### config.mk
export PLATFORM = sky130hd
export DESIGN_NAME = binarize_pack
export DESIGN_NICKNAME = d
export VERILOG_FILES = /design/src/rtl/binarize_pack.sv
export SDC_FILE = /design/constraint.sdc
export NUM_CORES = 1
export LEC_CHECK = 0
export ABC_AREA = 0
export BUFFER_PORTS_ARGS = -buffer_cell sky130_fd_sc_hd__clkbuf_2
export CAP_MARGIN = 20
export CORE_ASPECT_RATIO = 1.4
export CORE_MARGIN = 3
export CORE_UTILIZATION = 35
export DETAILED_ROUTE_END_ITERATION = 10
export GPL_ROUTABILITY_DRIVEN = 0
export HOLD_SLACK_MARGIN = 0.03
export PLACE_DENSITY_LB_ADDON = 0.1
export RECOVER_POWER = 100
export SYNTH_ARGS = -nofsm -noshare
export SYNTH_HDL_FRONTEND = slang
export SYNTH_SLANG_ARGS = --single-unit
### constraint.sdc
create_clock -name clk -period 5.4 [get_ports clk]
set_input_delay 0.54 -clock clk [delete_from_list [all_inputs] [get_ports clk]]
set_output_delay 0.54 -clock clk [all_outputs]
set_load 0.01 [all_outputs]
### src/rtl/binarize_pack.sv
// binarize_pack: thresholds signed fixed-point samples to single bits and packs
// them LSB-first into IWIDTH-bit words. A word closes when it is full or when a
// sample carries in_last, then it is held until the consumer takes it.
// Optional feature: define BINARIZE_PACK_POPCNT_EN to add the out_ones port,
// the count of 1 bits in out_data.
module binarize_pack #(
    parameter int                DWIDTH = 16,
    parameter int                IWIDTH = 64,
    parameter logic [DWIDTH-1:0] THRESH = 16'h0100
) (
    input  logic              clk,
    input  logic              rst,
    input  logic [DWIDTH-1:0] in_data,
    input  logic              in_valid,
    output logic              in_ready,
    input  logic              in_last,
    output logic [IWIDTH-1:0] out_data,
    output logic              out_valid,
    input  logic              out_ready,
`ifdef BINARIZE_PACK_POPCNT_EN
    output logic [$clog2(IWIDTH+1)-1:0] out_ones,
`endif
    output logic              out_last
);

    localparam int CW = (IWIDTH > 1) ? $clog2(IWIDTH) : 1;

    localparam logic [0:0] S_FILL = 1'b0;
    localparam logic [0:0] S_HOLD = 1'b1;

    logic [0:0]        state_q, state_d;
    logic [CW-1:0]     cnt_q, cnt_d;
    logic              last_q, last_d;
    logic              in_ready_q;
    logic [IWIDTH-1:0] word_q;

    logic accept;
    logic sample_bit;
    logic word_full;
    logic release_word;

    assign accept       = in_valid & in_ready_q;
    assign sample_bit   = ($signed(in_data) >= $signed(THRESH));
    assign word_full    = (cnt_q == CW'(IWIDTH - 1));
    assign release_word = (state_q == S_HOLD) & out_ready;

    // Next-state logic: close the word on a full count or in_last, reopen when taken.
    always_comb begin
        state_d = state_q;
        cnt_d   = cnt_q;
        last_d  = last_q;
        case (state_q)
            S_FILL: begin
                if (accept) begin
                    if (word_full || in_last) begin
                        // Counter stays put so it never wraps inside a word.
                        state_d = S_HOLD;
                        last_d  = in_last;
                    end else begin
                        cnt_d = cnt_q + CW'(1);
                    end
                end
            end
            default: begin
                if (out_ready) begin
                    state_d = S_FILL;
                    cnt_d   = '0;
                    last_d  = 1'b0;
                end
            end
        endcase
    end

    // Control registers; in_ready is registered so it stays low during reset
    // and rises on the first edge afterwards.
    always_ff @(posedge clk or posedge rst) begin
        if (rst) begin
            state_q    <= S_FILL;
            cnt_q      <= '0;
            last_q     <= 1'b0;
            in_ready_q <= 1'b0;
        end else begin
            state_q    <= state_d;
            cnt_q      <= cnt_d;
            last_q     <= last_d;
            in_ready_q <= (state_d == S_FILL);
        end
    end

    // One register per output bit: written when the counter points at it,
    // cleared when the held word is handed over.
    generate
        for (genvar gi = 0; gi < IWIDTH; gi++) begin : g_bit
            always_ff @(posedge clk or posedge rst) begin
                if (rst) begin
                    word_q[gi] <= 1'b0;
                end else if (release_word) begin
                    word_q[gi] <= 1'b0;
                end else if (accept && (cnt_q == CW'(gi))) begin
                    word_q[gi] <= sample_bit;
                end
            end
        end
    endgenerate

`ifdef BINARIZE_PACK_POPCNT_EN
    logic [$clog2(IWIDTH+1)-1:0] ones_q;

    // Running count of 1 bits written into the current word.
    always_ff @(posedge clk or posedge rst) begin
        if (rst) begin
            ones_q <= '0;
        end else if (release_word) begin
            ones_q <= '0;
        end else if (accept && sample_bit) begin
            ones_q <= ones_q + 1'b1;
        end
    end

    assign out_ones = ones_q;
`endif

    assign in_ready  = in_ready_q;
    assign out_valid = (state_q == S_HOLD);
    assign out_data  = word_q;
    assign out_last  = last_q;

endmodule

Word-level counts from Yosys, hierarchy flattened
Cells that the tools add are included.
W data, S select, Z words.
Word-level totals
  output and inout bits: 67
  flip-flop bits (word level): 73
  logic and storage cells: 412
Operators by class
  reduce and logical (&&, ||, !) cells: 134
  equality and inequality tests: 65
  add/sub/neg operators: 1
  bitwise operators: 3
  muxes and demuxes: 140
  magnitude comparators: 1
Operators by type and width (count)
  $eq A6 B6 Y1 const B: 32
  $mux W1: 136
  $reduce_bool A2 Y1: 66
  $eq A6 B5 Y1 const B: 16
  $logic_and A1 B1 Y1: 64
  $eq A6 B4 Y1 const B: 8
  $eq A6 B3 Y1 const B: 4
  $mux W6: 4
  $ge A16 B10 Y1 const B: 1
  $eq A6 B2 Y1 const B: 2
  $add A6 B1 Y6 const B: 1
  $eq A6 B1 Y1 const B: 1
  $logic_not A6 Y1: 1
  $reduce_and A3 Y1: 2
  $ne A2 B2 Y1 const B: 2
  $and A1 B1 Y1: 2
  $logic_or A1 B1 Y1: 1
  $not A1 Y1: 1

Logic depth before layout (Yosys ltp)
Gate-level depths: netlist of run 1.
  depth after elaboration: 6
  gate-level depth with buffers: 6
  gate-level depth less buffers: 6

Worst setup path before layout of run 1
Ideal clock, no wire load.
  path type: register to register
  from: register cnt_q[0]
  to: register cnt_q[5]
  clock period less this slack: 1633 ps
  setup slack: 3767 ps
  library setup time: 120 ps
  cell stages (with the launch flop): 7
  arrival time: 1513 ps
  required time: 5280 ps
  cells stage by stage: dfrtp_1 > ha_1 > and3_4 > buf_6 > a211oi_4 > a311oi_1 > a41o_1
On the way
  longest elaborated chain between the ends: 4
Ends and longest elaborated chain
  from (decl): RTL line 32  | logic [CW-1:0] cnt_q, cnt_d;
  from (signal assigned): RTL line 84  | cnt_q <= cnt_d;
  $add A6 B1 Y6 / $eq A6 B6 Y1 (equally long branches): RTL line 60, 44
  $mux W6 / $logic_or A1 B1 Y1 (equally long branches): RTL line 55  | if (word_full || in_last) begin
  $mux W6 / $ne A2 B2 Y1 (equally long branches)
  $mux W6 / $reduce_and A3 Y1 (equally long branches)
Several ways; a longest one is shown, not always the timed one. The select of a mux whose other input is x is not followed.
A chain may end at the register's enable or synchronous reset.

Worst setup path after layout of run 1
  from: register cnt_q[4]
  to: register word_q[15] (netlist: out_data[15])
On the way
  longest elaborated chain between the ends: 3
Ends and longest elaborated chain
  $eq A6 B4 Y1: RTL line 99  | end else if (accept && (cnt_q == CW'(gi))) begin
  $logic_and A1 B1 Y1: RTL line 99
  $reduce_bool A2 Y1 (no source line)
  to (signal, indexed assignment): RTL line 100  | word_q[gi] <= sample_bit;
  to (decl): RTL line 35  | logic [IWIDTH-1:0] word_q;
No other way between the ends.

==> results by group, run 1 <==
Run
  – Max cap viols: 0

Floorplanning
  – Rows: 43
  – CORE AREA: roughly 0.01 mm2
  – Die Height: between 100 and 150 um
  – Starting Density: about 36%
  – # IOs: about 90
  – Die ar.: approximately 0.012 mm2
  – Die width: around 92 um

Worst setup path
  – Arrival @ worst endpoint: roughly 2300 ps
  – CP required: 5580 ps
  – CP Launch Type: flip-flop
  – Kind of critical path: reg2reg
  – Worst-path cell chain: nand4bb_1 > o21ai_0 > a21oi_1
  – Crit-path max FO: 23
  – Critical-path top delay cell: nand4bb_1
  – CP Capture Type: flip-flop
  – Max stage delay on crit path: 840 ps

Timing
  – Fin crit share: a little under two fifths
  – Final setup violation count: 0
  – Worst slew pin tran: 969 ps
  – Achievable Freq: ~0.48 GHz
  – Clock Skew: between 4 and 5 ps
  – Setup TNS: 0 ps
  – Headroom to the max-slew limit: a little over a third
  – RSZ-0062 raised after global routing: no
  – Final Max Slew Viols: 0
  – Final min period: 2070 ps
  – Fin. Hold Viols: 0
  – Hold Slack: 438 ps

Clocking
  – Resize count post-CTS: 0
  – CTS Sinks: 73
  – Worst-case clock buffer depth: 2
  – CTS buffer count: 9
  – Skew-Pair Late Insertion Delay: 330 ps
  – Setup bufs post-CTS: 0
  – CTS tree: done
  – Reg clk slew, reported paths: ~60 ps
  – Hold-fix buffers, CTS: 0
  – # H-tree levels: 3
  – Root buf cell: clkbuf_16

Placement
  – DP Cell Count: ~590
  – Port bufs: 79
  – HPWL Detailed: 6100 um

Drt
  – Remaining DRCs: 0
  – Vias per cell: between 5 and 6
  – Antenna viol nets, final: 0
  – Initial DRC count: 212
  – Detailed Route WL: around 9600 um
  – Average wire per standard cell: roughly 16 um
  – Detailed Routing Iterations Pass 1: 4
  – Vias: around 3100

Run status
  – Status: completed

Synth
  – Synth Area in XOR/XNOR: less than 1%
  – Synthesized cell area: about 0.0036 mm2
  – Synth Area per Inst: slightly below 9 um2
  – Synth top area cells: dfrtp_1, a21oi_1, nand2_1, nor2_1, o21ai_0
  – Post-Synthesis Cells: 408
  – FF+latch count, synth: 73
  – Multiplexer area fraction after synthesis: around 5.0%
  – Post-Synth Adder-Cell Area: between 1 and 1.5%
  – Synth top area share: between 50% and 60%
  – Largest family of logic cells by synthesized area: simple AND/OR/NAND/NOR gates
  – Synth area leader: dfrtp_1
  – Sequential area share after synthesis: between 50 and 60%
  – Syn Nets: 433
  – Simple-gate share of the synthesized area: 21.6%
  – Syn. warnings: 0
  – Top FF cell, synth: dfrtp_1
  – Asr flop ratio synth: 100%
  – Number of synthesized flops with an enable pin: 0
  – Count of cell types in the netlist: 38
  – Synth Area in Compound Gates: about 16%

Layout
  – Final std cells w/o fill: approximately 600
  – Area of the multi-input gates: 0.00158 mm2
  – P&R area growth vs syn: 16.6%
  – N_diodes: 0
  – Fraction of layout cells with a size suffix above 1: under 10%
  – # fillers: 1056
  – Storage element area: around 0.0018 mm2
  – Fin nets: between 400 and 500

GRT
  – First-pass GRT wire length: between 15000 and 20000 um
  – Initial antenna violation count: 0
  – Global route total overflow: 0
  – Pin count of the biggest net entering global routing: 74
  – Tot GR Track Use: 17.1%
  – Vias in the first global route: ~3000

Hold path
  – Class of the worst hold path: in2reg

Power and ir drop
  – Total power draw: 1.39 mW
  – Worst vdd ir: roughly 0.00016 V
  – Leakage: around 1.8 nW
  – Power Density: 331 mW/mm2
-- layout by cell type (no fill, tap or decap), drive strengths merged, types with 3 or more instances in the layout --
cell type	count
a21oi	50
buf	3
clkbuf	93
dfrtp	73
ha	4
inv	5
mux2i	18
nand2	64
nand3	9
nand3b	9
nor2	64
nor3b	4
o21ai	49
-- worst paths after layout --
kind,start,endpoint,slack [ps],cells after the start
max in group asynchronous,rst,out_data[40],4300,3
min,out_ready,out_valid,440,2
min reg2reg,out_data[48],out_data[48],520,2
max,cnt_q[4],out_data[15],3330,3
min in group asynchronous,rst,in_ready,490,3
max reg2reg,cnt_q[4],out_data[15],3330,3
-- cells by family (layout without fill, tap and decap cells) --
group / after synthesis / count (layout)
simple gates: 167 / 167
flops: 73 / 73
compound gates: 107 / 107
mux: 18 / 18
xor+xnor: 2 / 2
fa+ha+maj: 4 / 4
buf+inv: 37 / 104
-- worst max-delay path: cells and delay by family, from the launching register on --
kind            cells  cell delay (ps)
flops               1              500
compound gates      2              580
simple gates        1              840
-- cell usage after synthesis (3+ instances only) --
master and n:
nor2_1 64, dfrtp_1 73, inv_1 6, nand2_1 64, a21oi_1 49, o21ai_0 46
nor3b_1 4, buf_2 18, ha_1 4, mux2i_1 18, o21ai_1 3, nand3b_1 9
clkbuf_1 10, nand3_1 9
-- power breakdown --
part           switching (mW)  internal (mW)
registers              0.0412          0.579
clock network           0.224          0.336
logic                   0.142         0.0692
-- state kept, by name, indices dropped and copies added (netlist names) --
signal     count
out_last       1
out_valid      1
cnt_q          6
in_ready       1
out_data      64
-- final cells by class --
class	count	share of cell area, %
multi-input cells	298	37.5
well taps	135	4.01
clock buffers	14	6.27
clock inverters	2	0.297
inverters	6	0.535
repair buffers	82	7.94
flip-flops and latches	73	43.4
-- per-stage QoR --
| step | worst slack (ps) | cell area (um2) | util [%] |
|---|---|---|---|
| finish | 3330 | 4210 | 42.1 |
| global placement | 3180 | 4050 | 40.5 |
| global route | 3020 | 4210 | 42.1 |
| CTS | 3300 | 4330 | 43.2 |
| floorplan | 3010 | 3610 | - |
| detailed placement | 3160 | 4050 | 40.5 |
-- routing by layer --
metal  up-vias  wire [um]  global-route usage (%)
met2        71       4850                    28.5
met4         0        175                    6.82
met1      1496       4190                    21.7
li1       1506          -                       -
met5         -          0                       0
met3        12        400                    3.46
Note: power is estimated with default switching activity, not from simulation.
==> run 2, diff against run 1 <==
==> constraint.sdc (replaced) <==
create_clock -name clk -period 1.99 [get_ports clk]
set_input_delay 0.199 -clock clk [delete_from_list [all_inputs] [get_ports clk]]
set_output_delay 0.199 -clock clk [all_outputs]
set_load 0.01 [all_outputs]
==> run 2 against run 1 <==
Compared with the run above: non-clock buffer count grew 11; critical path type unchanged; sequential power grew to 2.7 times the previous value; worst hold slack got worse by 340 ps; final cell count grew 1.6%; cell area rose by 3.5%; count of clock-buffer cells in the layout is 2 lower; worst setup slack lost 3100 ps; fmax is 20% higher; highest routed layer unchanged; power rose to 2.9 times the previous value; routed wire length shrank 1.5%.
==> results by group, run 2 (same netlist as run 1, synthesis figures left out) <==
Power and ir drop
  – Total power draw: 4.01 mW (was 1.39 mW)
  – Leakage: 1.89 nW (was 1.84 nW)
  – Worst vdd ir: 0.000424 V (was 0.000159 V)
  – Sw Share: 27.5% (was 29.3%)
  – Switching power: 1.10 mW (was 0.407 mW)
  – Logic pwr share: 15.6% (was 15.2%)
  – Flop pwr share: 41.8% (was 44.6%)
  – Clk pwr share: 42.7% (was 40.2%)
  – P_int: 2.91 mW (was 0.984 mW)
  – Power Density: 921 mW/mm2 (was 331 mW/mm2)

Drt
  – Antenna viol nets, final: 0 (unchanged)
  – Vias: 3033 (was 3085)
  – Vias per cell: 4.89 (was 5.06)
  – Detailed Routing Iterations Pass 1: 4 (unchanged)
  – Initial DRC count: 202 (was 212)
  – Remaining DRCs: 0 (unchanged)
  – Average wire per standard cell: 15.3 um (was 15.7 um)
  – Detailed Route WL: 9470 um (was 9610 um)

Worst setup path
  – Kind of critical path: reg2reg (unchanged)
  – CP required: 2210 ps (was 5580 ps)
  – CP Capture Type: flip-flop (unchanged)
  – Arrival @ worst endpoint: 1930 ps (was 2250 ps)
  – Count of buffer and inverter cells on the critical path: 0 (unchanged)
  – Critical-path top delay cell: dfrtp_1 (was nand4bb_1)
  – Critical path's top delay family: flip-flops (was simple AND/OR/NAND/NOR gates)
  – CP Launch Type: flip-flop (unchanged)
  – Crit-path max FO: 20 (was 23)
  – Worst-path cell chain: and3_4 > a21oi_1 > nand2b_1 > a32o_1 (was nand4bb_1 > o21ai_0 > a21oi_1)
  – Max stage delay on crit path: 690 ps (was 840 ps)

Layout
  – Storage element area: 0.00183 mm2 (unchanged)
  – Largest register FFs: 64 (unchanged)
  – Fin nets: 506 (was 495)
  – Commonest non-fill, non-tap cell in the layout: clkbuf_1 (was dfrtp_1)
  – Finished Core Util: 43.5% (was 42.1%)
  – Final std cells w/o fill: 620 (was 610)
  – # fillers: 1073 (was 1056)
  – Fraction of layout cells with a size suffix above 1: 8.25% (was 6.53%)
  – P&R area growth vs syn: 20.8% (was 16.6%)
  – Area of the multi-input gates: 0.00161 mm2 (was 0.00158 mm2)
  – N_diodes: 0 (unchanged)
  – Most frequent cells in the layout: clkbuf_1, dfrtp_1, nor2_1, nand2_1, a21oi_1 (was dfrtp_1, clkbuf_1, nor2_1, nand2_1, a21oi_1)

GRT
  – Tot GR Track Use: 17.4% (was 17.1%)
  – Global route total overflow: 0 (unchanged)
  – Pin count of the biggest net entering global routing: 74 (unchanged)
  – Vias in the first global route: 2927 (was 2928)
  – Initial antenna violation count: 0 (unchanged)
  – First-pass GRT wire length: 15700 um (was 15600 um)

Timing
  – Headroom to the max-slew limit: 31.9% (was 35.4%)
  – Fin. Hold Viols: 0 (unchanged)
  – Setup TNS: 0 ps (unchanged)
  – Post-route worst setup slack: 273 ps (was 3330 ps)
  – Worst slew pin tran: 1020 ps (was 969 ps)
  – RSZ-0062 raised after global routing: no (unchanged)
  – Achievable Freq: 0.582 GHz (was 0.483 GHz)
  – Final Max Slew Viols: 0 (unchanged)
  – Clock Skew: 6.81 ps (was 4.45 ps)
  – Fin crit share: 86.3% (was 38.3%)
  – Final setup violation count: 0 (unchanged)
  – Final min period: 1720 ps (was 2070 ps)

Run status
  – Status: completed (unchanged)

Placement
  – DP Cell Count: 604 (was 594)
  – HPWL Detailed: 6300 um (was 6100 um)
  – Port bufs: 79 (unchanged)
  – DP Worst Slack: 276 ps (was 3160 ps)

Clocking
  – CTS buffer count: 9 (unchanged)
  – Skew-Pair Late Insertion Delay: 340 ps (was 330 ps)
  – Setup bufs post-CTS: 0 (unchanged)
  – Worst-case clock buffer depth: 2 (unchanged)
  – Root buf cell: clkbuf_16 (unchanged)
  – CTS tree: done (unchanged)
  – Reg clk slew, reported paths: 60 ps (about the same)
  – CTS Sinks: 73 (unchanged)
  – # H-tree levels: 3 (unchanged)

Floorplanning
  – Die Height: 126 um (unchanged)
  – CORE AREA: 0.0100 mm2 (unchanged)
  – # IOs: 88 (unchanged)
  – Die ar.: 0.0116 mm2 (unchanged)
  – Die width: 91.8 um (unchanged)
  – Starting Density: 36.1% (unchanged)
  – Rows: 43 (unchanged)

Hold path
  – Class of the worst hold path: in2reg (unchanged)

Run
  – Max cap viols: 0 (unchanged)
## run 2: cell types whose count changed in the layout (fill, tap and decap cells not counted), sizes merged
cell and change:
clkinv -1, dlygate4sd3 +1, bufinv +2, buf +3, clkbuf +5
## run 2: repair_timing
item / in CTS / in global routing
hold buffers: 1 / 0
resized for setup: 0 / 0
hold endpoints to repair: 73 / 0
## run 2: worst reg2reg max path, delay by kind of cell, from the launching register on
kind | cells | cell delay, ps
flops | 1 | 690
simple gates | 2 | 540
compound gates | 2 | 370
## run 2: final cells by class
cell class / instances / share of cell area [%]
Clock buffer: 12 / 5.66
Tap cell: 135 / 3.88
Clock inverter: 3 / 1.49
Sequential cell: 73 / 41.9
Inverter: 6 / 0.603
Multi-Input combinational cell: 298 / 37.0
Timing Repair Buffer: 93 / 9.42
## run 2: metrics by stage
| step | area (um2) | hold slack [ps] |
|---|---|---|
| CTS | 4480 | 89.8 |
| floorplan | 3610 | 295 |
| detailed placement | 4150 | 339 |
| global route | 4360 | 120 |
| global placement | 4150 | 336 |
| finish | 4360 | 97.0 |
## run 2: power by group through the flow
stage	Combinational [mW]	Sequential, mW	Clock (mW)
after floorplan	0.436	1.68	0
after global placement	0.688	1.70	0
after detailed placement	0.696	1.70	0
after CTS	0.698	1.68	1.77
after global routing	0.713	1.70	1.83
final	0.624	1.68	1.71
## run 2: per-layer routing
layer	vias to the layer above	global-route usage, %	routed length [um]	part of all wire, %
met1	1431	23.3	4210	44
met5	-	0	0	0
li1	1534	-	-	-
met2	58	27.1	4720	50
met4	0	8.49	176	1.9
met3	10	3.35	357	3.8
## run 2: path summary, 6_finish.rpt
path                               from      endpoint  slack, ps  depth (start not counted)
setup / recovery               cnt_q[3]      out_last        270                          4
hold / removal                out_ready     out_valid        100                          2
setup reg to reg               cnt_q[3]      out_last        270                          4
hold reg to reg            out_data[48]  out_data[48]        520                          2
max in group asynchronous           rst      in_ready        560                          4
min in group asynchronous           rst  out_data[45]        780                          4
